### src/rtl/alu_pkg.sv
// Shared definitions for the accumulator command sequencer and the 6-bit ALU it drives:
// default widths, opcode encoding, sequencer state encoding.
package alu_pkg;

    localparam int W_DEF   = 6;
    localparam int OPW_DEF = 4;

    localparam logic [OPW_DEF-1:0] OP_NEG  = 4'b0000;
    localparam logic [OPW_DEF-1:0] OP_LOAD = 4'b0001;
    localparam logic [OPW_DEF-1:0] OP_EQ   = 4'b0010;
    localparam logic [OPW_DEF-1:0] OP_DIFF = 4'b0011;
    localparam logic [OPW_DEF-1:0] OP_MORE = 4'b0100;
    localparam logic [OPW_DEF-1:0] OP_MOE  = 4'b0101;
    localparam logic [OPW_DEF-1:0] OP_LESS = 4'b0110;
    localparam logic [OPW_DEF-1:0] OP_LOE  = 4'b0111;
    localparam logic [OPW_DEF-1:0] OP_INC  = 4'b1000;
    localparam logic [OPW_DEF-1:0] OP_DEC  = 4'b1001;
    localparam logic [OPW_DEF-1:0] OP_ADD  = 4'b1010;
    localparam logic [OPW_DEF-1:0] OP_SUB  = 4'b1011;
    localparam logic [OPW_DEF-1:0] OP_NAND = 4'b1100;
    localparam logic [OPW_DEF-1:0] OP_XOR  = 4'b1101;
    localparam logic [OPW_DEF-1:0] OP_AND  = 4'b1110;
    localparam logic [OPW_DEF-1:0] OP_OR   = 4'b1111;

    typedef enum logic [1:0] {
        ST_IDLE = 2'd0,
        ST_EXEC = 2'd1,
        ST_RESP = 2'd2
    } state_t;

    // Compare ops report only through the result port; they never touch the accumulator.
    function automatic logic is_compare(input logic [OPW_DEF-1:0] op);
        return (op >= OP_EQ) && (op <= OP_LOE);
    endfunction

endpackage

### src/rtl/alu_cmd_fifo.sv
// Show-ahead synchronous FIFO holding packed {op, operand} commands.
// Head entry is visible on o_rdata whenever o_empty is low.
module alu_cmd_fifo #(
    parameter int DW    = 10,
    parameter int DEPTH = 4
) (
    input  logic                     clk,
    input  logic                     rst_n,
    input  logic                     i_push,
    input  logic [DW-1:0]            i_wdata,
    input  logic                     i_pop,
    output logic [DW-1:0]            o_rdata,
    output logic                     o_full,
    output logic                     o_empty,
    output logic [$clog2(DEPTH):0]   o_count
);
    localparam int AW = $clog2(DEPTH);

    logic [DW-1:0] r_mem [DEPTH];
    logic [AW-1:0] r_wr_ptr;
    logic [AW-1:0] r_rd_ptr;
    logic [AW:0]   r_count;
    logic          w_push;
    logic          w_pop;

    assign o_full  = (r_count == (AW+1)'(DEPTH));
    assign o_empty = (r_count == '0);
    assign o_count = r_count;
    assign o_rdata = r_mem[r_rd_ptr];

    // A push into a full FIFO is only honoured when the head leaves in the same cycle.
    assign w_pop  = i_pop && !o_empty;
    assign w_push = i_push && (!o_full || w_pop);

    always_ff @(posedge clk) begin
        if (w_push) r_mem[r_wr_ptr] <= i_wdata;
    end

    // Pointers are AW bits wide, so they wrap modulo DEPTH for free.
    always_ff @(posedge clk or negedge rst_n) begin
        if (!rst_n) begin
            r_wr_ptr <= '0;
            r_rd_ptr <= '0;
            r_count  <= '0;
        end else begin
            if (w_push) r_wr_ptr <= r_wr_ptr + AW'(1);
            if (w_pop)  r_rd_ptr <= r_rd_ptr + AW'(1);
            case ({w_push, w_pop})
                2'b10:   r_count <= r_count + (AW+1)'(1);
                2'b01:   r_count <= r_count - (AW+1)'(1);
                default: r_count <= r_count;
            endcase
        end
    end

endmodule

### src/rtl/alu_cmd_sequencer.sv
// Accumulator-based command sequencer: queues {op, operand}, drives the ALU with
// x = acc / y = operand, captures z and flags, and returns results over valid/ready.
module alu_cmd_sequencer
    import alu_pkg::*;
#(
    parameter int W         = W_DEF,
    parameter int OPW       = OPW_DEF,
    parameter int CMD_DEPTH = 4
) (
    input  logic                        clk,
    input  logic                        rst_n,
    input  logic                        cmd_valid,
    output logic                        cmd_ready,
    input  logic [OPW-1:0]              cmd_op,
    input  logic [W-1:0]                cmd_operand,
    output logic [W-1:0]                alu_x,
    output logic [W-1:0]                alu_y,
    output logic [OPW-1:0]              alu_op,
    input  logic [W-1:0]                alu_z,
    input  logic                        alu_iof,
    input  logic                        alu_baf,
    input  logic                        alu_zf,
    output logic                        res_valid,
    input  logic                        res_ready,
    output logic [W-1:0]                res_data,
    output logic                        res_iof,
    output logic                        res_baf,
    output logic                        res_zf,
    output logic [W-1:0]                acc,
    output logic                        busy,
    output logic [$clog2(CMD_DEPTH):0]  fifo_count
);
    state_t         r_state, w_state_nxt;
    logic [W-1:0]   r_acc, w_acc_nxt;
    logic [W-1:0]   r_alu_x, w_alu_x_nxt;
    logic [W-1:0]   r_alu_y, w_alu_y_nxt;
    logic [OPW-1:0] r_alu_op, w_alu_op_nxt;
    logic [W-1:0]   r_res_data, w_res_data_nxt;
    logic           r_res_valid, w_res_valid_nxt;
    logic           r_res_iof, w_res_iof_nxt;
    logic           r_res_baf, w_res_baf_nxt;
    logic           r_res_zf, w_res_zf_nxt;

    logic                 w_push;
    logic                 w_pop;
    logic                 w_issue;
    logic                 w_full;
    logic                 w_empty;
    logic [W+OPW-1:0]     w_head;
    logic [OPW-1:0]       w_head_op;
    logic [W-1:0]         w_head_opnd;

    assign cmd_ready   = !w_full;
    assign w_push      = cmd_valid && cmd_ready;
    assign w_head_op   = w_head[W+OPW-1:W];
    assign w_head_opnd = w_head[W-1:0];

    alu_cmd_fifo #(
        .DW    (W + OPW),
        .DEPTH (CMD_DEPTH)
    ) u_fifo (
        .clk     (clk),
        .rst_n   (rst_n),
        .i_push  (w_push),
        .i_wdata ({cmd_op, cmd_operand}),
        .i_pop   (w_pop),
        .o_rdata (w_head),
        .o_full  (w_full),
        .o_empty (w_empty),
        .o_count (fifo_count)
    );

    always_comb begin
        w_state_nxt     = r_state;
        w_acc_nxt       = r_acc;
        w_alu_x_nxt     = r_alu_x;
        w_alu_y_nxt     = r_alu_y;
        w_alu_op_nxt    = r_alu_op;
        w_res_data_nxt  = r_res_data;
        w_res_valid_nxt = r_res_valid;
        w_res_iof_nxt   = r_res_iof;
        w_res_baf_nxt   = r_res_baf;
        w_res_zf_nxt    = r_res_zf;
        w_issue         = 1'b0;

        case (r_state)
            ST_IDLE: w_issue = !w_empty;
            ST_EXEC: begin
                w_res_data_nxt  = alu_z;
                w_res_iof_nxt   = alu_iof;
                w_res_baf_nxt   = alu_baf;
                w_res_zf_nxt    = alu_zf;
                w_res_valid_nxt = 1'b1;
                if (!is_compare(r_alu_op)) w_acc_nxt = alu_z;
                w_state_nxt     = ST_RESP;
            end
            ST_RESP: begin
                if (res_ready) begin
                    if (!w_empty) begin
                        w_issue = 1'b1;
                    end else begin
                        w_res_valid_nxt = 1'b0;
                        w_state_nxt     = ST_IDLE;
                    end
                end
            end
            default: w_state_nxt = ST_IDLE;
        endcase

        // Issue path is shared by IDLE and the RESP handshake so back-to-back needs no bubble.
        if (w_issue) begin
            if (w_head_op == OP_LOAD) begin
                w_acc_nxt       = w_head_opnd;
                w_res_data_nxt  = w_head_opnd;
                w_res_zf_nxt    = (w_head_opnd == '0);
                w_res_iof_nxt   = 1'b0;
                w_res_baf_nxt   = 1'b0;
                w_res_valid_nxt = 1'b1;
                w_state_nxt     = ST_RESP;
            end else begin
                w_alu_x_nxt     = r_acc;
                w_alu_y_nxt     = w_head_opnd;
                w_alu_op_nxt    = w_head_op;
                w_res_valid_nxt = 1'b0;
                w_state_nxt     = ST_EXEC;
            end
        end
    end

    assign w_pop = w_issue;

    always_ff @(posedge clk or negedge rst_n) begin
        if (!rst_n) begin
            r_state     <= ST_IDLE;
            r_acc       <= '0;
            r_alu_x     <= '0;
            r_alu_y     <= '0;
            r_alu_op    <= '0;
            r_res_data  <= '0;
            r_res_valid <= 1'b0;
            r_res_iof   <= 1'b0;
            r_res_baf   <= 1'b0;
            r_res_zf    <= 1'b0;
        end else begin
            r_state     <= w_state_nxt;
            r_acc       <= w_acc_nxt;
            r_alu_x     <= w_alu_x_nxt;
            r_alu_y     <= w_alu_y_nxt;
            r_alu_op    <= w_alu_op_nxt;
            r_res_data  <= w_res_data_nxt;
            r_res_valid <= w_res_valid_nxt;
            r_res_iof   <= w_res_iof_nxt;
            r_res_baf   <= w_res_baf_nxt;
            r_res_zf    <= w_res_zf_nxt;
        end
    end

    assign alu_x     = r_alu_x;
    assign alu_y     = r_alu_y;
    assign alu_op    = r_alu_op;
    assign acc       = r_acc;
    assign res_data  = r_res_data;
    assign res_valid = r_res_valid;
    assign res_iof   = r_res_iof;
    assign res_baf   = r_res_baf;
    assign res_zf    = r_res_zf;
    assign busy      = (r_state != ST_IDLE) || !w_empty;

endmodule

### config.mk
export PLATFORM = sky130hd
export DESIGN_NAME = alu_cmd_sequencer
export DESIGN_NICKNAME = d
export VERILOG_FILES = /design/src/rtl/alu_pkg.sv /design/src/rtl/alu_cmd_fifo.sv /design/src/rtl/alu_cmd_sequencer.sv
export SDC_FILE = /design/constraint.sdc
export NUM_CORES = 1
export LEC_CHECK = 0
export ABC_AREA = 1
export CORE_ASPECT_RATIO = 0.7
export CORE_MARGIN = 2
export CORE_UTILIZATION = 48
export CTS_BUF_LIST = sky130_fd_sc_hd__clkbuf_2
export DETAILED_ROUTE_END_ITERATION = 16
export PLACE_DENSITY = 0.73
export SKIP_LAST_GASP = 1
export SYNTH_ARGS = -nofsm -noshare
export SYNTH_HDL_FRONTEND = slang
export SYNTH_SLANG_ARGS = --single-unit
export TNS_END_PERCENT = 10
### constraint.sdc
create_clock -name clk -period 2.4 [get_ports clk]
set_input_delay 0.36 -clock clk [delete_from_list [all_inputs] [get_ports clk]]
set_output_delay 0.36 -clock clk [all_outputs]
set_load 0.03 [all_outputs]
# Yosys cells after proc, flatten, opt, wreduce, memory -nomap -nowiden
# Memory sizes are Yosys's and may differ from the RTL's.
# Cells that the tools add are included.
# totals
regBits,41
latch_bits,0
ramBits,40
mem_bits_ro,0
input_bits,23
wordCells,79
mem_count,1
# op_classes
addsub,4
n_mul,0
div,0
n_lt_le_gt_ge,2
n_eq_ne,9
n_shift,0
n_mux,32
bitwise_logic,1
reduce_logical,17
# memory_table
name,words,word_bits,rd,rd_clocked_by_memory_dff,wr,line,text
u_fifo.r_mem,4,10,1,0,1,alu_cmd_fifo.sv:19,logic [DW-1:0] r_mem [DEPTH];
# op_table
operator,count
$mux W6,7
$mux W1,17
$mux W2,4
$logic_not A6 Y1,1
$pmux W2 S3,1
$pmux W3 S2,1
$reduce_and A3 Y1,2
$add A2 B1 Y2 const B,2
$eq A2 B1 Y1 const B,2
$eq A2 B2 Y1 const B,2
$eq A4 B1 Y1 const B,1
$ge A4 B2 Y1 const B,1
$le A4 B3 Y1 const B,1
$logic_and A1 B1 Y1,4
$pmux W1 S2,2
$reduce_bool A2 Y1,2
$add A3 B1 Y3 const B,1
$eq A3 B3 Y1 const B,1
$logic_not A3 Y1,1
$ne A3 B1 Y1 const B,1
$ne A3 B2 Y1 const B,1
$reduce_bool A3 Y1,1
$sub A3 B1 Y3 const B,1
$logic_not A1 Y1,2
5 further kinds,6

# Depth between registers and ports, before layout
# Gate-level depths: netlist (run 1).
# depth
word_depth,9
ltp_mapped,13
depth_no_buf,12

# Modules after synthesis
# A second synthesis (run 1) with hierarchy kept.
# unflattened
hier_cells,370
area_unflattened_um2,3729.8
# by_module_without_submodules
mod,n_inst,cells_each,area_per_inst_um2
alu_cmd_fifo,1,170,1999.4
alu_cmd_sequencer,1,200,1730.4

# Worst setup path after synthesis (run 1)
# OpenSTA, ideal clock, no wires.
# synth_path
kind,reg-to-reg
from,register u_fifo.r_count[0] (netlist: u_fifo.o_count[0])
to,register u_fifo.r_count[2] (netlist: u_fifo.o_count[2])
setup_time_ps,131
t_arrival_ps,2209
setup_slack_ps,60
stages_incl_launch_ff,10
synth_period_minus_slack_ps,2340
cell_sequence,dfrtp_1 -> inv_1 -> nand3_1 -> nand2_1 -> ha_1 -> inv_1 -> fa_1 -> a21oi_1 -> o21ai_0 -> xor2_1
# synth_between
elab_cells_between_ends,17
classes_between,add/sub: 2; eq/ne: 3; mux: 4; reduce/logical: 8
# synth_rtl
item,line,text
start: declaration,alu_cmd_fifo.sv:22,logic [AW:0] r_count;
start signal: assignment,alu_cmd_fifo.sv:49,2'b10: r_count <= r_count + (AW+1)'(1);
start signal: assignment,alu_cmd_fifo.sv:50,2'b01: r_count <= r_count - (AW+1)'(1);
start signal: assignment,alu_cmd_fifo.sv:51,default: r_count <= r_count;
$eq A3 B3 Y1 (*),alu_cmd_fifo.sv:26,assign o_full = (r_count == (AW+1)'(DEPTH));
$logic_not A1 Y1 (*),alu_cmd_sequencer.sv:53,assign cmd_ready = !w_full;
via cmd_ready,alu_cmd_sequencer.sv:13,"output logic cmd_ready,"
$logic_and A1 B1 Y1 / $logic_or A1 B1 Y1 (equally long branches),"alu_cmd_sequencer.sv:54, alu_cmd_fifo.sv:33",
$logic_and A1 B1 Y1 (*),alu_cmd_fifo.sv:33,assign w_push = i_push && (!o_full || w_pop);
$eq A2 B1 Y1 / $eq A2 B2 Y1 (equally long branches),alu_cmd_fifo.sv:48,"case ({w_push, w_pop})"
$pmux W3 S2 / $reduce_bool A2 Y1 (equally long branches),n/a,
# The timed path passes the listed nets; every way through them passes the cells marked *.
# A chain may end at the register's enable or synchronous reset.

# Final worst setup path (run 1)
# layout_path
from,register r_state[1]
to,output busy
# layout_between
elab_chain_cells,2
# layout_rtl
item,line,text
start: declaration,alu_cmd_sequencer.sv:33,"state_t r_state, w_state_nxt;"
start signal: assignment,alu_cmd_sequencer.sv:145,r_state <= w_state_nxt;
$reduce_bool A2 Y1,alu_cmd_sequencer.sv:167,assign busy = (r_state != ST_IDLE) || !w_empty;
$logic_or A1 B1 Y1,alu_cmd_sequencer.sv:167,
end: declaration,alu_cmd_sequencer.sv:30,"output logic busy,"
# No other way between the ends.

==> flow_summary.json, run 1 <==
{
  "drcViolationCount": 0,
  "synth_cell_type_count": 26,
  "layout.cells.non_filler": 539,
  "synth_seq_cells": 81,
  "hold_viol": 0,
  "dp_hpwl_mm": 5.18,
  "place_congestion": 0.801,
  "synth_fp_nets": 398,
  "pin_count": 60,
  "cts.sinks": 81,
  "multiInputGateArea_um2": 1150,
  "p_switching_uw": 2960,
  "critPathLaunchType": "flip-flop",
  "endpoint_kind": "output port",
  "drive_above_1_share_pct": 9.52,
  "postRouteWirelength_mm": 7.29,
  "clock_path_buffers": 2,
  "postCtsSetupBuffers": 0,
  "dp.cells": 522,
  "setup_violations": 0,
  "clkTransAtPathRegs_ns": 0.21,
  "clock_latency_ns": 0.51,
  "fin_nets": 468,
  "crit_path_max_fanout": 4,
  "min_period_over_period_pct": 89.8,
  "dieArea_um2": 8190,
  "syn_area_um2": 3580,
  "timing.slew.headroom_pct": 28.9,
  "grt_max_degree": 42,
  "drtAntennaViolNets": 0,
  "critical_path_arrival_ns": 1.80,
  "vdd_drop_max_mv": 0.650,
  "yosys_warnings": 0,
  "comb_power_share_pct": 56.0,
  "htree_levels": 3,
  "ys.flop_type": "dfrtp_1",
  "crit_type": "flip-flop to output port",
  "synth-seq-area-share_pct": 62.1,
  "power.density_nw_per_um2": 1450,
  "avgSynthCellArea_um2": 9.79,
  "routed-via-count": 2581,
  "status": "complete, no violations",
  "grt_overflow": 0,
  "cp.required_ns": 2.04,
  "core.rowCount": 26,
  "leakage_uw": 0.00201,
  "hold_slack_ns": 0.381,
  "hold_path.class": "input port to flip-flop",
  "clock.fmax_mhz": 464,
  "grt_pass1_vias": 2505,
  "syn_to_final_growth_pct": 22.2,
  "skew_ns": 0.0232,
  "antennaDiodeCount": 0,
  "cts_tree": "built",
  "slew_violations": 0,
  "drt_iter0_markers": 116,
  "antenna_found_initial": 0,
  "die_h_um": 76.3,
  "cap_violations": 0,
  "p_int_uw": 3410,
  "synth-edff-count": 40,
  "cts_buffers": 9,
  "grt_pass1_wl_mm": 12.0,
  "dr.pass1.iters": 4,
  "final_util_pct": 60.4,
  "postSynthCellCount": 366,
  "root_buffer": "clkbuf_2",
  "seq_area_um2": 2230,
  "power_frac_seq_pct": 34.8,
  "swShare_pct": 46.4,
  "initial_core_util_pct": 49.4,
  "tightest_slew_ns": 1.06,
  "rsz0062_at_grt": "false",
  "total_power_uw": 6370,
  "avgRoutedWirePerCell_um": 13.5,
  "ys_async_sr_fraction_pct": 50.6,
  "vias_per_cell": 4.79,
  "fin_tns_setup_ns": 0,
  "n_fill_cell": 631,
  "coreArea_um2": 7250,
  "portBuffers": 59,
  "track_usage_pct": 18.9,
  "fin_crit_ns": 2.16,
  "die_w_um": 107,
  "pwr-share-clk_pct": 9.2
}
path summary, 6_finish.rpt:
kind | startpoint | to | slack [ns] | depth (start not counted)
worst min register to register | alu_x[5]$_DFFE_PN0P_ | alu_x[5]$_DFFE_PN0P_ | 0.51 | 2
worst min-delay path | alu_baf | res_baf$_DFF_PN0_ | 0.38 | 3
max in group asynchronous | rst_n | u_fifo.o_count[1]$_DFFE_PN0P_ | 1.35 | 2
min in group asynchronous | rst_n | alu_x[0]$_DFFE_PN0P_ | 0.46 | 2
worst max-delay path | r_state[1]$_DFFE_PN0P_ | busy | 0.24 | 7
worst max register to register | r_state[1]$_DFFE_PN0P_ | u_fifo.o_count[2]$_DFFE_PN0P_ | 0.25 | 12
per-layer routing:
layer / up-vias / wire length [um] / global-route usage, %
met5: - / 0 / 0
met4: 0 / 54 / 4.42
met3: 9 / 443 / 6.24
met2: 66 / 3210 / 29.1
met1: 1181 / 3580 / 26.2
li1: 1325 / - / -
power by group through the flow:
stage | registers, uW | clock network (uW) | logic (uW)
global placement | 2240 | 0 | 3490
detailed placement | 2260 | 0 | 3580
floorplan | 2810 | 0 | 1860
global route | 2270 | 664 | 3940
CTS | 2220 | 599 | 3600
finish | 2220 | 585 | 3560
critical path, stage by stage, from the launching register on:
cell	delay [ns]
dfrtp_1	0.45
inv_1	0.09
ha_1	0.18
inv_1	0.07
nand2_1	0.07
nand2_1	0.11
nand2_1	0.11
clkbuf_2	0.20
area by class of cell:
type | count | area share [%]
Sequential cell | 81 | 50.8
Inverter | 31 | 2.66
Clock buffer | 10 | 1.14
Multi-Input combinational cell | 241 | 26.2
Timing Repair Buffer | 72 | 15.5
Tap cell | 98 | 2.80
Clock inverter | 6 | 0.800
logic make-up after synthesis:
family	synth area share [%]
AND/OR/NAND/NOR	23.7
flip-flops	62.1
buffers and inverters	5.79
AO/OA/AOI/OAI	3.77
adder cells (fa/ha/maj)	3.35
XOR/XNOR	0.977
multiplexers	0.279
Yosys cell counts, types with 5 or more instances:
| cell type | number | share of area, % |
|---|---|---|
| inv_1 | 29 | 3.0 |
| nand4_1 | 6 | 1.0 |
| o21ai_1 | 12 | 1.7 |
| edfxtp_1 | 40 | 34 |
| ha_1 | 8 | 2.8 |
| nand2_1 | 144 | 15 |
| dfrtp_1 | 41 | 29 |
| nor2_1 | 12 | 1.3 |
| o21ai_0 | 10 | 1.4 |
| nand3_1 | 26 | 3.6 |
| a21oi_1 | 5 | 0.70 |
flip-flops by register name (all words and copies together) (netlist names):
name,flops
res_baf,1
u_fifo.r_mem,40
u_fifo.r_rd_ptr,2
res_data,6
u_fifo.r_wr_ptr,2
alu_y,6
r_state,2
res_iof,1
alu_op,4
alu_x,6
acc,6
u_fifo.o_count,3
res_zf,1
res_valid,1
placed cells by master, fill, tap and decap left out, drive strengths merged:
master / n
a21oi: 5
buf: 13
clkbuf: 11
clkdlybuf4s50: 57
clkinv: 6
clkinvlp: 1
dfrtp: 41
dlygate4sd3: 1
edfxtp: 40
fa: 1
ha: 8
inv: 30
mux2i: 1
nand2: 148
nand3: 29
nand4: 6
nor2: 13
o21ai: 22
or2: 4
xnor2: 1
xor2: 3
through the flow:
step / worst slack [ns] / cell area, um2
floorplan: 0.0601 / 3580
global placement: 0.191 / 4290
detailed placement: 0.141 / 4290
CTS: 0.0327 / 4390
global route: 0.0763 / 4380
finish: 0.244 / 4380
what timing repair did:
action,4_1_cts,5_1_grt
hold buffers,1,0
endpoints found under the hold margin,41,0
gates resized for setup,1,2
endpoints found under the setup margin,1,1
Note: power is estimated with default switching activity, not from simulation.
==> inputs of run 2 (changes only) <==
--- a/config.mk
+++ b/config.mk
@@ -13,3 +13,5 @@
 export DETAILED_ROUTE_END_ITERATION = 16
+export GPL_TIMING_DRIVEN = 1
 export PLACE_DENSITY = 0.73
+export SKIP_CTS_REPAIR_TIMING = 1
 export SKIP_LAST_GASP = 1
==> constraint.sdc (replaced) <==
create_clock -name clk -period 2.4 [get_ports clk]
set_input_delay 0.6 -clock clk [delete_from_list [all_inputs] [get_ports clk]]
set_output_delay 0.6 -clock clk [all_outputs]
set_load 0.03 [all_outputs]
==> run 2 against run 1 <==
  * Via count grew 2.8%
  * Sequential share of layout area shrank 0.64 points
  * Clock-buffer cell count grew 2
  * Critical path type unchanged
  * Die area is the same
  * Clock skew grew 0.0067 ns
==> flow_summary.json, run 2 (synthesized netlist as in run 1, its figures left out) <==
{
  "status": "complete, no violations",
  "drive_above_1_share_pct": 10.7,
  "root_buffer": "clkbuf_2",
  "min_period_over_period_pct": 98.1,
  "swShare_pct": 44.9,
  "vias_per_cell": 4.92,
  "clock.fmax_mhz": 425,
  "final_cell_mix": "nand2_1 (144), clkdlybuf4s50_1 (56), dfrtp_1 (41), edfxtp_1 (40), inv_1 (27)",
  "crit_path_max_fanout": 5,
  "grt_overflow": 0,
  "setup_slack_ns": 0.0467,
  "drtAntennaViolNets": 0,
  "antenna_found_initial": 0,
  "comb_power_share_pct": 54.2,
  "crit_type": "flip-flop to output port",
  "rsz0062_at_grt": "true",
  "power_frac_seq_pct": 33.7,
  "die_w_um": 107,
  "n_fill_cell": 627,
  "cap_violations": 0,
  "skew_ns": 0.0298,
  "endpoint_kind": "output port",
  "hold_viol": 0,
  "antennaDiodeCount": 0,
  "p_switching_uw": 2970,
  "grt_pass1_wl_mm": 12.2,
  "htree_levels": 3,
  "largest_register_ffs": 40,
  "fin_crit_ns": 2.35,
  "setup_violations": 0,
  "cts.sinks": 81,
  "clock_latency_ns": 0.51,
  "vdd_drop_max_mv": 0.568,
  "power.density_nw_per_um2": 1490,
  "cts_buffers": 9,
  "initial_core_util_pct": 49.4,
  "fin_nets": 468,
  "clkTransAtPathRegs_ns": 0.20,
  "grt_max_degree": 42,
  "core.rowCount": 26,
  "portBuffers": 59,
  "drcViolationCount": 0,
  "hold_path.class": "input port to async pin",
  "tightest_slew_ns": 1.09,
  "avgRoutedWirePerCell_um": 13.8,
  "routed-via-count": 2654,
  "pre_cts_ws_ns": -0.0603,
  "timing.slew.headroom_pct": 26.7,
  "dr.pass1.iters": 5,
  "layout_commonest_cell": "nand2_1",
  "p_int_uw": 3650,
  "clock_path_buffers": 2,
  "final_util_pct": 61.2,
  "critPathLaunchType": "flip-flop",
  "critical_path_arrival_ns": 1.75,
  "dp_hpwl_mm": 5.26,
  "regMostFlops": "u_fifo.r_mem",
  "drt_iter0_markers": 147,
  "syn_to_final_growth_pct": 23.8,
  "die_h_um": 76.3,
  "cp.required_ns": 1.80,
  "pwr-share-clk_pct": 12.0,
  "leakage_uw": 0.00204,
  "grt_pass1_vias": 2569,
  "slew_violations": 0,
  "place_congestion": 0.801,
  "cts_tree": "built",
  "postRouteWirelength_mm": 7.43,
  "coreArea_um2": 7250,
  "track_usage_pct": 19.2,
  "pin_count": 60,
  "dieArea_um2": 8190
}
run 2: final timing paths:
path | startpoint | to | slack (ns) | depth (start not counted)
max | r_state[0]$_DFFE_PN0P_ | busy | 0.05 | 8
min | rst_n | alu_x[3]$_DFFE_PN0P_ | 0.11 | 2
max reg2reg | r_state[0]$_DFFE_PN0P_ | u_fifo.o_count[2]$_DFFE_PN0P_ | 0.34 | 12
min reg2reg | u_fifo.o_count[0]$_DFFE_PN0P_ | u_fifo.o_count[0]$_DFFE_PN0P_ | 0.51 | 1
max in group asynchronous | rst_n | u_fifo.o_count[0]$_DFFE_PN0P_ | 1.90 | 2
min in group clk | u_fifo.o_count[0]$_DFFE_PN0P_ | u_fifo.o_count[0]$_DFFE_PN0P_ | 0.51 | 1
run 2: layout make-up:
cell class	instances	area, um2	area share, %
clock buffer	12	60.1	1.35
timing repair buffer	72	687	15.5
sequential	81	2230	50.2
tap	98	123	2.76
multi-input combinational	241	1150	26.0
inverter	31	116	2.62
clock inverter	4	70.1	1.58
run 2: metal layers:
layer / GRT usage (%) / part of all wire [%] / vias to the layer above
met5: 0 / 0 / -
met1: 26.4 / 47 / 1241
li1: - / - / 1324
met3: 5.82 / 7.3 / 6
met2: 30.4 / 45 / 83
met4: 3.51 / 0.63 / 0
run 2: through the flow:
| stage | setup TNS (ns) | hold slack (ns) | cell area [um2] | cells | power, uW |
|---|---|---|---|---|---|
| 2_1_floorplan | 0 | 0.304 | 3580 | 366 | 4660 |
| 3_3_place_gp | -0.00194 | 0.470 | 4300 | 523 | 5730 |
| 3_5_place_dp | -0.0603 | 0.472 | 4300 | 523 | 5850 |
| 4_1_cts | -0.0907 | 0.0905 | 4430 | 539 | 6650 |
| 5_1_grt | -0.144 | 0.0738 | 4440 | 539 | 7150 |
| 6_report | 0 | 0.114 | 4440 | 539 | 6620 |
run 2: power by group through the flow:
stage	Clock [uW]	Sequential, uW	Combinational (uW)
3_5_place_dp	0	2270	3590
5_1_grt	880	2290	3980
4_1_cts	815	2230	3600
3_3_place_gp	0	2250	3480
2_1_floorplan	0	2810	1860
6_report	797	2240	3590
run 2: critical path: stages (launching register included):
cell	delay, ns
dfrtp_1	0.45
inv_2	0.07
ha_2	0.18
nand2_1	0.05
nand2_1	0.05
nand2_1	0.06
buf_4	0.15
nand2_1	0.09
buf_6	0.14
